File: src/rtl/temporizador_bcd.sv
`default_nettype none
// ============================================================================
//  Module      : temporizador_bcd
//  Description : BCD countdown timer (m:ss, or mm:ss with
//                TEMPORIZADOR_MIN_TENS_EN) for a microwave keypad/timebase.
//  Revision    : 1.0 - initial release
// ============================================================================
module temporizador_bcd (
   input  logic       clock,
   input  logic       clearn,
   input  logic [3:0] d,
   input  logic       loadn,
   input  logic       pgt_1hz,
   input  logic       enable,
   output logic [3:0] sec_ones,
   output logic [3:0] sec_tens,
   output logic [3:0] min_ones,
`ifdef TEMPORIZADOR_MIN_TENS_EN
   output logic [3:0] min_tens,
`endif
   output logic       zero,
   output logic       done
);

   localparam logic [3:0] c_bcd_max   = 4'd9;
   localparam logic [3:0] c_tens_wrap = 4'd5;
   localparam logic [3:0] c_digit_0   = 4'd0;
   localparam logic [3:0] c_digit_1   = 4'd1;

   logic       r_loadn_q;
   logic       r_tick_q;
   logic [3:0] r_sec_ones;
   logic [3:0] r_sec_tens;
   logic [3:0] r_min_ones;
   logic       r_done;

   logic       w_load_ev;
   logic       w_tick_ev;
   logic       w_do_load;
   logic       w_do_dec;
   logic       w_zero;
   logic       w_dec_is_zero;
   logic [3:0] w_dec_sec_ones;
   logic [3:0] w_dec_sec_tens;
   logic [3:0] w_dec_min_ones;

`ifdef TEMPORIZADOR_MIN_TENS_EN
   logic [3:0] r_min_tens;
   logic [3:0] w_dec_min_tens;
`endif

   assign w_load_ev = r_loadn_q & ~loadn;
   assign w_tick_ev = ~r_tick_q & pgt_1hz;

   // Enable arbitrates: keypad entry only while stopped, countdown only while running.
   assign w_do_load = w_load_ev & ~enable & (d <= c_bcd_max);
   assign w_do_dec  = w_tick_ev &  enable & ~w_zero;

`ifdef TEMPORIZADOR_MIN_TENS_EN
   assign w_zero = (r_sec_ones == c_digit_0) && (r_sec_tens == c_digit_0) &&
                   (r_min_ones == c_digit_0) && (r_min_tens == c_digit_0);
   assign w_dec_is_zero = (w_dec_sec_ones == c_digit_0) && (w_dec_sec_tens == c_digit_0) &&
                          (w_dec_min_ones == c_digit_0) && (w_dec_min_tens == c_digit_0);
`else
   assign w_zero = (r_sec_ones == c_digit_0) && (r_sec_tens == c_digit_0) &&
                   (r_min_ones == c_digit_0);
   assign w_dec_is_zero = (w_dec_sec_ones == c_digit_0) && (w_dec_sec_tens == c_digit_0) &&
                          (w_dec_min_ones == c_digit_0);
`endif

   // One-second borrow chain; only meaningful when the count is non-zero.
   always_comb begin
      w_dec_sec_ones = r_sec_ones;
      w_dec_sec_tens = r_sec_tens;
      w_dec_min_ones = r_min_ones;
`ifdef TEMPORIZADOR_MIN_TENS_EN
      w_dec_min_tens = r_min_tens;
`endif
      if (r_sec_ones != c_digit_0) begin
         w_dec_sec_ones = r_sec_ones - c_digit_1;
      end else begin
         w_dec_sec_ones = c_bcd_max;
         if (r_sec_tens != c_digit_0) begin
            w_dec_sec_tens = r_sec_tens - c_digit_1;
         end else begin
            w_dec_sec_tens = c_tens_wrap;
`ifdef TEMPORIZADOR_MIN_TENS_EN
            if (r_min_ones != c_digit_0) begin
               w_dec_min_ones = r_min_ones - c_digit_1;
            end else begin
               w_dec_min_ones = c_bcd_max;
               w_dec_min_tens = r_min_tens - c_digit_1;
            end
`else
            w_dec_min_ones = r_min_ones - c_digit_1;
`endif
         end
      end
   end

   always_ff @(posedge clock or negedge clearn) begin
      if (!clearn) begin
         r_loadn_q  <= 1'b1;
         r_tick_q   <= 1'b0;
         r_sec_ones <= c_digit_0;
         r_sec_tens <= c_digit_0;
         r_min_ones <= c_digit_0;
         r_done     <= 1'b0;
      end else begin
         r_loadn_q <= loadn;
         r_tick_q  <= pgt_1hz;
         r_done    <= w_do_dec & w_dec_is_zero;
         if (w_do_load) begin
            r_min_ones <= r_sec_tens;
            r_sec_tens <= r_sec_ones;
            r_sec_ones <= d;
         end else if (w_do_dec) begin
            r_min_ones <= w_dec_min_ones;
            r_sec_tens <= w_dec_sec_tens;
            r_sec_ones <= w_dec_sec_ones;
         end
      end
   end

`ifdef TEMPORIZADOR_MIN_TENS_EN
   always_ff @(posedge clock or negedge clearn) begin
      if (!clearn) begin
         r_min_tens <= c_digit_0;
      end else if (w_do_load) begin
         r_min_tens <= r_min_ones;
      end else if (w_do_dec) begin
         r_min_tens <= w_dec_min_tens;
      end
   end

   assign min_tens = r_min_tens;
`endif

   assign sec_ones = r_sec_ones;
   assign sec_tens = r_sec_tens;
   assign min_ones = r_min_ones;
   assign zero     = w_zero;
   assign done     = r_done;

endmodule
`default_nettype wire

File: config.mk
export PLATFORM = sky130hd
export DESIGN_NAME = temporizador_bcd
export DESIGN_NICKNAME = d
export VERILOG_FILES = /design/src/rtl/temporizador_bcd.sv
export SDC_FILE = /design/constraint.sdc
export NUM_CORES = 1
export LEC_CHECK = 0
export ABC_CLOCK_PERIOD_IN_PS = 2000
export BUFFER_PORTS_ARGS = -buffer_cell sky130_fd_sc_hd__buf_2
export CELL_PAD_IN_SITES_DETAIL_PLACEMENT = 1
export CELL_PAD_IN_SITES_GLOBAL_PLACEMENT = 1
export CORE_MARGIN = 2
export CORE_UTILIZATION = 36
export DETAILED_ROUTE_END_ITERATION = 6
export PLACE_DENSITY = 0.7
export REMOVE_ABC_BUFFERS = 1
export SETUP_SLACK_MARGIN = 0.2
export SYNTH_ARGS = -nofsm -noshare
export SYNTH_HDL_FRONTEND = slang
export SYNTH_SLANG_ARGS = --single-unit
File: constraint.sdc
create_clock -name clock -period 2 [get_ports clock]
set_clock_uncertainty 0.2 [all_clocks]
set_input_delay 0.4 -clock clock [delete_from_list [all_inputs] [get_ports clock]]
set_output_delay 0.4 -clock clock [all_outputs]
set_load 0.05 [all_outputs]
==> results.txt, run 1 <==
The placement-stage cell area is between 1000 and 1500 sq um. For the worst flop-to-flop path, the logic depth is 8. Of the cells placed in the final design, the portion with a size suffix greater than 1 is 0.6013.

The clock insertion delay at the later pin of the skew report came out at around 0.29 ns. The area enclosed by the die boundary came out at approximately 3200 sq um. For this design, the slowest cell found on the critical path is sky130_fd_sc_hd__dfrtp_1. The total of buffers placed on input and output ports came out at 22. In this run the tightest slew margin relative to its limit is 0.7474. The weighted congestion at the end of routability-driven global placement is about 0.81. The number of maximum-capacitance constraint violations came out at 0. The total CTS buffers came out at 3. In this run the core area contains 18 standard-cell rows. The data required time at the worst endpoint is about 1.4 ns. The area growth from synthesis to layout is 61.94%. The worst min-delay path endpoint is r_loadn_q. Across the VDD grid, the largest voltage drop is between 0.8 and 0.9 mV.

The number of different library cells used by synthesis comes to between 40 and 50. The global-route wire length before repair is between 5 and 6 mm. Broken down by cell family, the worst path's largest delay share belongs to simple AND/OR/NAND/NOR gates. Counting every instance in the synthesized netlist gives a little under 100. Setup violations remaining at the end of the flow were counted as 12. The count of nets left with antenna violations once routing finished came out at 0.

The routed via count divided by cell count is around 5.8. The number of warnings printed during yosys synthesis came out at 0. The critical hold path startpoint is loadn. In this run the clock root is driven by a sky130_fd_sc_hd__clkbuf_4. The die is 56.17 um tall.

The overall routing resource usage is 0.2290. The worst-case hold slack came out at ~0.021 ns. The kind of path behind the tightest hold check is input pin to register.

The share of total power dissipated in combinational logic is 0.681. The worst register-to-register path ends at min_ones[0]. For the worst setup path, the data arrival time is ~1.7 ns. The share of total power dissipated in sequential elements is 0.236. Counting flops with a built-in enable in the synthesized netlist gives 0. OpenSTA, run right after detailed placement, puts the worst setup slack at -0.09167 ns. The power per standard cell area is ~1400 nW/um^2. Entering global routing, the biggest net connects 16 pins.

The pre-antenna-repair detailed-routing pass consisted of 4 iterations. The initial antenna violation count came out at 0. Of all nets on the critical path, the largest fanout is 2.

Counting both buffers and inverters, the worst setup path holds a total of 3. Dividing the final minimum period by the clock period gives 1.163. In this run the number of H-tree levels came out at 1.

The HPWL after detailed placement is between 2 and 2.5 mm. At the pin with the least slew margin, the transition time is around 0.38 ns. The aggregate routed wire length is 3.891 mm. The repair_antennas step left the layout with diodes totalling 0. The final reports fail on setup timing. The critical path is of the register to output port type.

The count of pins on the block boundary is 23. The hold violation count in the final report came out at 0. The final critical delay including setup and external delays came out at around 2.3 ns.

The share of flip-flops with an asynchronous set or reset came out at 1.000. The portion of the post-synthesis area used by sequential elements is 0.3844. The clock share of power is 0.082.

The first routing iteration left 35 violations. The final instance area is about 1600 sq um. The maximum count of clock buffers along a single path is 2. The worst setup margin is -0.3250 ns. The highest achievable clock rate came out at between 400 and 500 MHz. Along the worst hold path, the cell count comes to 1.

The average routed wire per standard cell came out at about 21 um. The core footprint came out at ~2500 sq um. Summed over all cells, the static leakage comes to between 0.0006 and 0.0007 uW. The post-route setup TNS came out at -1.754 ns. The most used flip-flop cell after synthesis is sky130_fd_sc_hd__dfrtp_1.

The number of global-route vias before repair was around 1200. The worst setup path is launched from a register. The number of remaining DRC errors is 0. Setup slack on the worst reg-to-reg path comes out at -0.25 ns.

Of the total power, the share spent switching nets is 0.4968. The TritonCTS sink count is 15. STA classifies the critical path endpoint as an output port. The total via count in the routed design is between 1000 and 1500.

The flow ran to the end, but the final reports show violations. The synthesized netlist occupies a cell area of between 900 and 1000 sq um. Walking the worst path, the cells encountered are inv_2, buf_12, ha_4, or3b_4, nor2_4, buf_8. The total congestion overflow is 0.

TritonCTS built the clock tree. The number of register bits inferred by synthesis came out at 15. The internal power component came out at about 1100 uW.

The total net switching power came out at between 1000 and 1500 uW. In this run the critical register-to-register path is launched from min_ones[0]. At the end of the flow, the number of nets in the layout was roughly 170. The clock slew at the register clock pins of the worst setup and hold paths came out at around 0.10 ns.

The average instance area after synthesis came out at just over 10 sq um. Setup repair after global routing could not meet its margin everywhere. The critical path's largest stage delay came out at slightly above 0.4 ns. The x dimension of the die came out at 56.17 um. The overall power came out at ~2200 uW. The initial utilization of the core area, before any placement, comes to 0.3884. The final count of pins violating max slew is 0.
worst register-to-register path, cell delays in order (launching register included):
cell and delay, ns:
sky130_fd_sc_hd__dfrtp_1 0.41, sky130_fd_sc_hd__inv_2 0.09, sky130_fd_sc_hd__buf_12 0.10, sky130_fd_sc_hd__ha_4 0.13, sky130_fd_sc_hd__buf_4 0.10, sky130_fd_sc_hd__nor3b_4 0.20
sky130_fd_sc_hd__a41o_1 0.27, sky130_fd_sc_hd__mux2_4 0.33, sky130_fd_sc_hd__a221o_1 0.31
per-layer routing:
layer	up-vias	wire length [um]	GRT usage
li1	485	-	-
met1	531	1484	0.2504
met2	29	2169	0.4487
met3	10	100	0.03488
met4	0	137	0.06122
met5	-	0	0
cell families after synthesis:
logic type / synth area share
AO/OA/AOI/OAI: 0.2018
XOR/XNOR: 0.02682
adder cells (fa/ha/maj): 0.02554
buffers and inverters: 0.04980
flip-flops: 0.3844
multiplexers: 0.03193
AND/OR/NAND/NOR: 0.2797
cells in the mapped netlist (3+ instances only):
cell type	number	area (sq um)
sky130_fd_sc_hd__a221o_1	3	30.03
sky130_fd_sc_hd__buf_2	3	15.01
sky130_fd_sc_hd__dfrtp_1	14	350.3
sky130_fd_sc_hd__nand2_1	8	30.03
sky130_fd_sc_hd__nand4_1	3	18.77
sky130_fd_sc_hd__nor2_1	9	33.78
sky130_fd_sc_hd__nor3_1	7	35.03
sky130_fd_sc_hd__o21ai_0	3	15.01
sky130_fd_sc_hd__xor2_1	3	26.28
per-stage QoR:
stage,instances,utilization
6_report,183,0.6290
5_1_grt,183,0.6290
4_1_cts,180,0.5809
3_5_place_dp,164,0.4931
3_3_place_gp,164,0.4931
2_1_floorplan,91,-
layout make-up:
cell class,count,area [sq um]
multi-input combinational,74,676.9
clock buffer,4,26.28
inverter,2,7.507
timing repair buffer,58,457.9
fill,283,935.9
tap,30,37.54
sequential,15,380.4
power groups by stage:
stage	logic [uW]	clock network, uW	registers, uW
final	1530	185	532
after floorplan	306	0	892
after CTS	1310	187	523
after global routing	1620	207	548
after detailed placement	1110	0	515
after global placement	1090	0	510
how the worst max path moves through the flow:
stage | startpoint | end | slack, ns | depth (start not counted)
after global routing | min_ones[0] | zero | -0.35 | 6
after global placement | min_ones[0] | min_ones[0] | 0.002 | 6
after floorplan | min_ones[0] | min_ones[0] | -0.53 | 6
after detailed placement | min_ones[0] | min_ones[0] | -0.09 | 6
after CTS | min_ones[0] | zero | -0.14 | 5
final | min_ones[0] | zero | -0.33 | 6
registers in the layout, indices dropped and copies added (netlist names):
register	cells
r_loadn_q	1
r_tick_q	1
sec_tens	4
done	1
min_ones	4
sec_ones	4
what timing repair did:
item | in CTS | in global routing
setup endpoints to repair | 12 | 19
gates resized for setup | 23 | 26
hold buffers | 1 | 0
endpoints found under the hold margin | 14 | 0
pin swaps | 10 | 7
setup buffers | 11 | 3
cell usage in the layout (no fill, tap or decap), types with 2 or more instances in the layout:
cell type,instances
sky130_fd_sc_hd__buf_4,30
sky130_fd_sc_hd__buf_2,15
sky130_fd_sc_hd__dfrtp_1,11
sky130_fd_sc_hd__nand2_1,8
sky130_fd_sc_hd__nor2_1,7
sky130_fd_sc_hd__nor3_1,6
sky130_fd_sc_hd__buf_6,6
sky130_fd_sc_hd__clkbuf_4,5
sky130_fd_sc_hd__nand4_1,3
sky130_fd_sc_hd__xor2_1,3
sky130_fd_sc_hd__a221o_1,3
sky130_fd_sc_hd__buf_8,3
sky130_fd_sc_hd__dfrtp_2,3
sky130_fd_sc_hd__inv_2,2
sky130_fd_sc_hd__nor2_2,2
sky130_fd_sc_hd__nor3_2,2
sky130_fd_sc_hd__nand3_2,2
sky130_fd_sc_hd__or3_4,2
sky130_fd_sc_hd__o21ai_0,2
sky130_fd_sc_hd__mux2i_1,2
sky130_fd_sc_hd__ha_4,2
Power figures use the tool's default switching activity.
==> run 2, diff against run 1 <==
- PLACE_DENSITY: 0.7 -> not set
- PLACE_DENSITY_LB_ADDON: not set -> 0.1
==> run 2 against run 1 <==
Compared with the run above:
- the run still ends with setup timing left
- critical path depth shrank 1
- largest cell class unchanged
- combinational power shrank 7%
- die area is the same
- sequential share of layout area grew 1.0 points
- critical path type unchanged
- cell area shrank 5.1%
- maximum frequency grew 8.5%
- hold slack gained 0.031 ns
==> results.txt, run 2 (synthesized netlist as in run 1, its figures left out) <==
The run finished, with violations left. In this run the number of H-tree levels came out at 1. The master cell of the clock root buffer is sky130_fd_sc_hd__clkbuf_4. The critical path starts at min_ones[1].

The highest achievable clock rate is ~470 MHz. Of the total power, registers draw 0.242. For this design the total switching power over the nets is 1049 uW.

The first detailed-routing pass ran for 4 iterations. The category of the worst setup path capture point is an output port. Broken down by cell family, the worst path's largest delay share belongs to simple AND/OR/NAND/NOR gates.

The fraction of power spent switching nets is 0.4957. The core footprint came out at ~2500 sq um. The starting utilization of the core area came out at 0.3884.

In the routed design, unresolved DRC markers number 0. The clock slew at the register clock pins of the worst setup and hold paths came out at around 0.1 ns. The actual transition at the worst max-transition pin is just under 0.4 ns. The worst setup path is launched from a register.

The x dimension of the die is roughly 56 um. The y dimension of the die is roughly 56 um. The internal power component is 1067 uW. The data required time at the worst endpoint is 1.40 ns.

The die covers 3155 sq um. In the global route stage, overall resource usage came out at 0.2235. The placement-stage cell area came out at 1244 sq um.

For this design the top-level I/O count stands at 23. The number of cells on the worst reg-to-reg path is 7. The kind of critical path is register to output port.

The final critical delay including setup and external delays is roughly 2.1 ns. The min-delay analysis places its worst path in the category input pin to register. The relative max-transition margin is 0.7421. The power per standard cell area came out at roughly 1400 nW/um^2. The total of buffers placed on input and output ports is 22. The total congestion overflow is 0. After detailed routing, the total wire length is approximately 3.4 mm. The critical path's largest stage delay came out at ~0.4 ns. The logic gate share of total power came out at 0.670. The final reports fail on setup timing. The average routed wire per standard cell came out at roughly 19 um.

The area growth from synthesis to layout is 53.64%. The endpoint identified for the worst register-to-register timing path is done. The maximum ir drop on the vdd rail is 0.9772 mV. The register-to-register path setup slack is -0.05 ns. The total via count in the routed design is 1043. The first global-routing pass estimated about 5.4 mm of wire.

The ratio of final minimum period to clock period came out at 1.071. The logic depth of the worst setup path including buffers is 5. The top cell types in the final layout, fill and taps aside, are sky130_fd_sc_hd__buf_4, sky130_fd_sc_hd__buf_2, sky130_fd_sc_hd__dfrtp_1. The clock insertion delay at the later pin of the skew report is 0.29 ns. The worst slack after detailed placement came out at -0.05657 ns.

The number of maximum-capacitance constraint violations came out at 0. In the final layout, the share of cells above drive strength 1 is 0.5395. The number of DRC markers in iteration 0 is 14. The final setup violation count came out at 4. The number of global-route vias before repair is about 1100.

The number of rows created at floorplan came out at 18. The final count of pins violating max slew is 0. For the worst setup path, the data arrival time is 1.54 ns. In this run the remaining antenna-violating nets after routing total 0. In the final design database the tool counted 164 nets. The number of inserted diodes is 0. The initial antenna violation count is 0. In this run the worst path has a maximum fanout of 2. The leakage power summed over all cells is 0.0006572 uW. Leaving out fill and tap cells, the most frequent cell in the layout is sky130_fd_sc_hd__buf_4. Clock tree synthesis inserted a total of 3 buffers. TritonCTS built the clock tree.

Hold timing on the final database bottoms out at a slack of 0.05250 ns. The largest net degree at the start of global routing came out at 16. The final instance area came out at about 1500 sq um.

The weighted congestion at the end of routability-driven global placement came out at between 0.7 and 0.8. Using the TritonRoute via totals, the vias-per-cell ratio works out to 5.731. The worst setup margin came out at -0.1424 ns.

The slowest stage of the critical path belongs to the cell sky130_fd_sc_hd__dfrtp_1. Setup repair after global routing could not meet its margin everywhere. The combined buffer and inverter count along the critical path came out at 2. The post-detailed-placement half-perimeter wirelength is about 2.3 mm.

The TritonCTS sink count is 15. The termination of the worst setup path is zero. Of the total power, the clock network draws 0.088. The maximum count of clock buffers along a single path is 2.

The signal on the critical path passes through inv_2, ha_4, or3b_4, nor2_4, buf_8. In this run the critical register-to-register path is launched from min_ones[1]. The hold violation count in the final report is 0.
==> run 2: layer usage <==
layer	global-route usage	share of wire	vias up
li1	-	-	472
met1	0.2596	0.39	533
met2	0.4000	0.55	27
met3	0.02093	0.034	11
met4	0.1190	0.028	0
met5	0	0	-
==> run 2: through the flow <==
step	util	std cells	total power (uW)	setup TNS, ns
finish	0.5967	182	2116	-0.1942
global route	0.5967	182	2230	-0.6528
CTS	0.5655	179	1983	-0.1510
detailed placement	0.4931	164	1629	-0.1516
global placement	0.4931	164	1598	0
floorplan	-	91	1198	-3.014
==> run 2: how the worst min path moves through the flow <==
stage / startpoint / endpoint / slack [ns] / cells past startpoint
3_3_place_gp: clearn / done / 0.13 / 1
4_1_cts: loadn / r_loadn_q / 0.01 / 1
5_1_grt: pgt_1hz / r_tick_q / 0.05 / 1
6_report: pgt_1hz / r_tick_q / 0.05 / 1
2_1_floorplan: clearn / done / -0.1 / 0
3_5_place_dp: clearn / done / 0.14 / 1
==> run 2: power by group through the flow <==
stage / clock [uW] / sequential (uW) / combinational, uW
floorplan: 0 / 892 / 306
global placement: 0 / 497 / 1100
detailed placement: 0 / 505 / 1120
CTS: 188 / 511 / 1280
global route: 205 / 530 / 1500
finish: 187 / 512 / 1420
==> run 2: area by class of cell <==
| class | count | area, sq um |
|---|---|---|
| well taps | 30 | 37.54 |
| multi-input cells | 74 | 620.6 |
| flip-flops and latches | 15 | 376.6 |
| repair buffers | 57 | 436.7 |
| fillers | 300 | 1017 |
| inverters | 2 | 7.507 |
| clock buffers | 4 | 26.28 |
==> run 2: what timing repair did <==
item	CTS	global route
hold endpoints to repair	14	1
setup endpoints to repair	12	20
buffers inserted	10	2
hold buffers	1	1
resized for setup	17	17
pin swaps	7	7
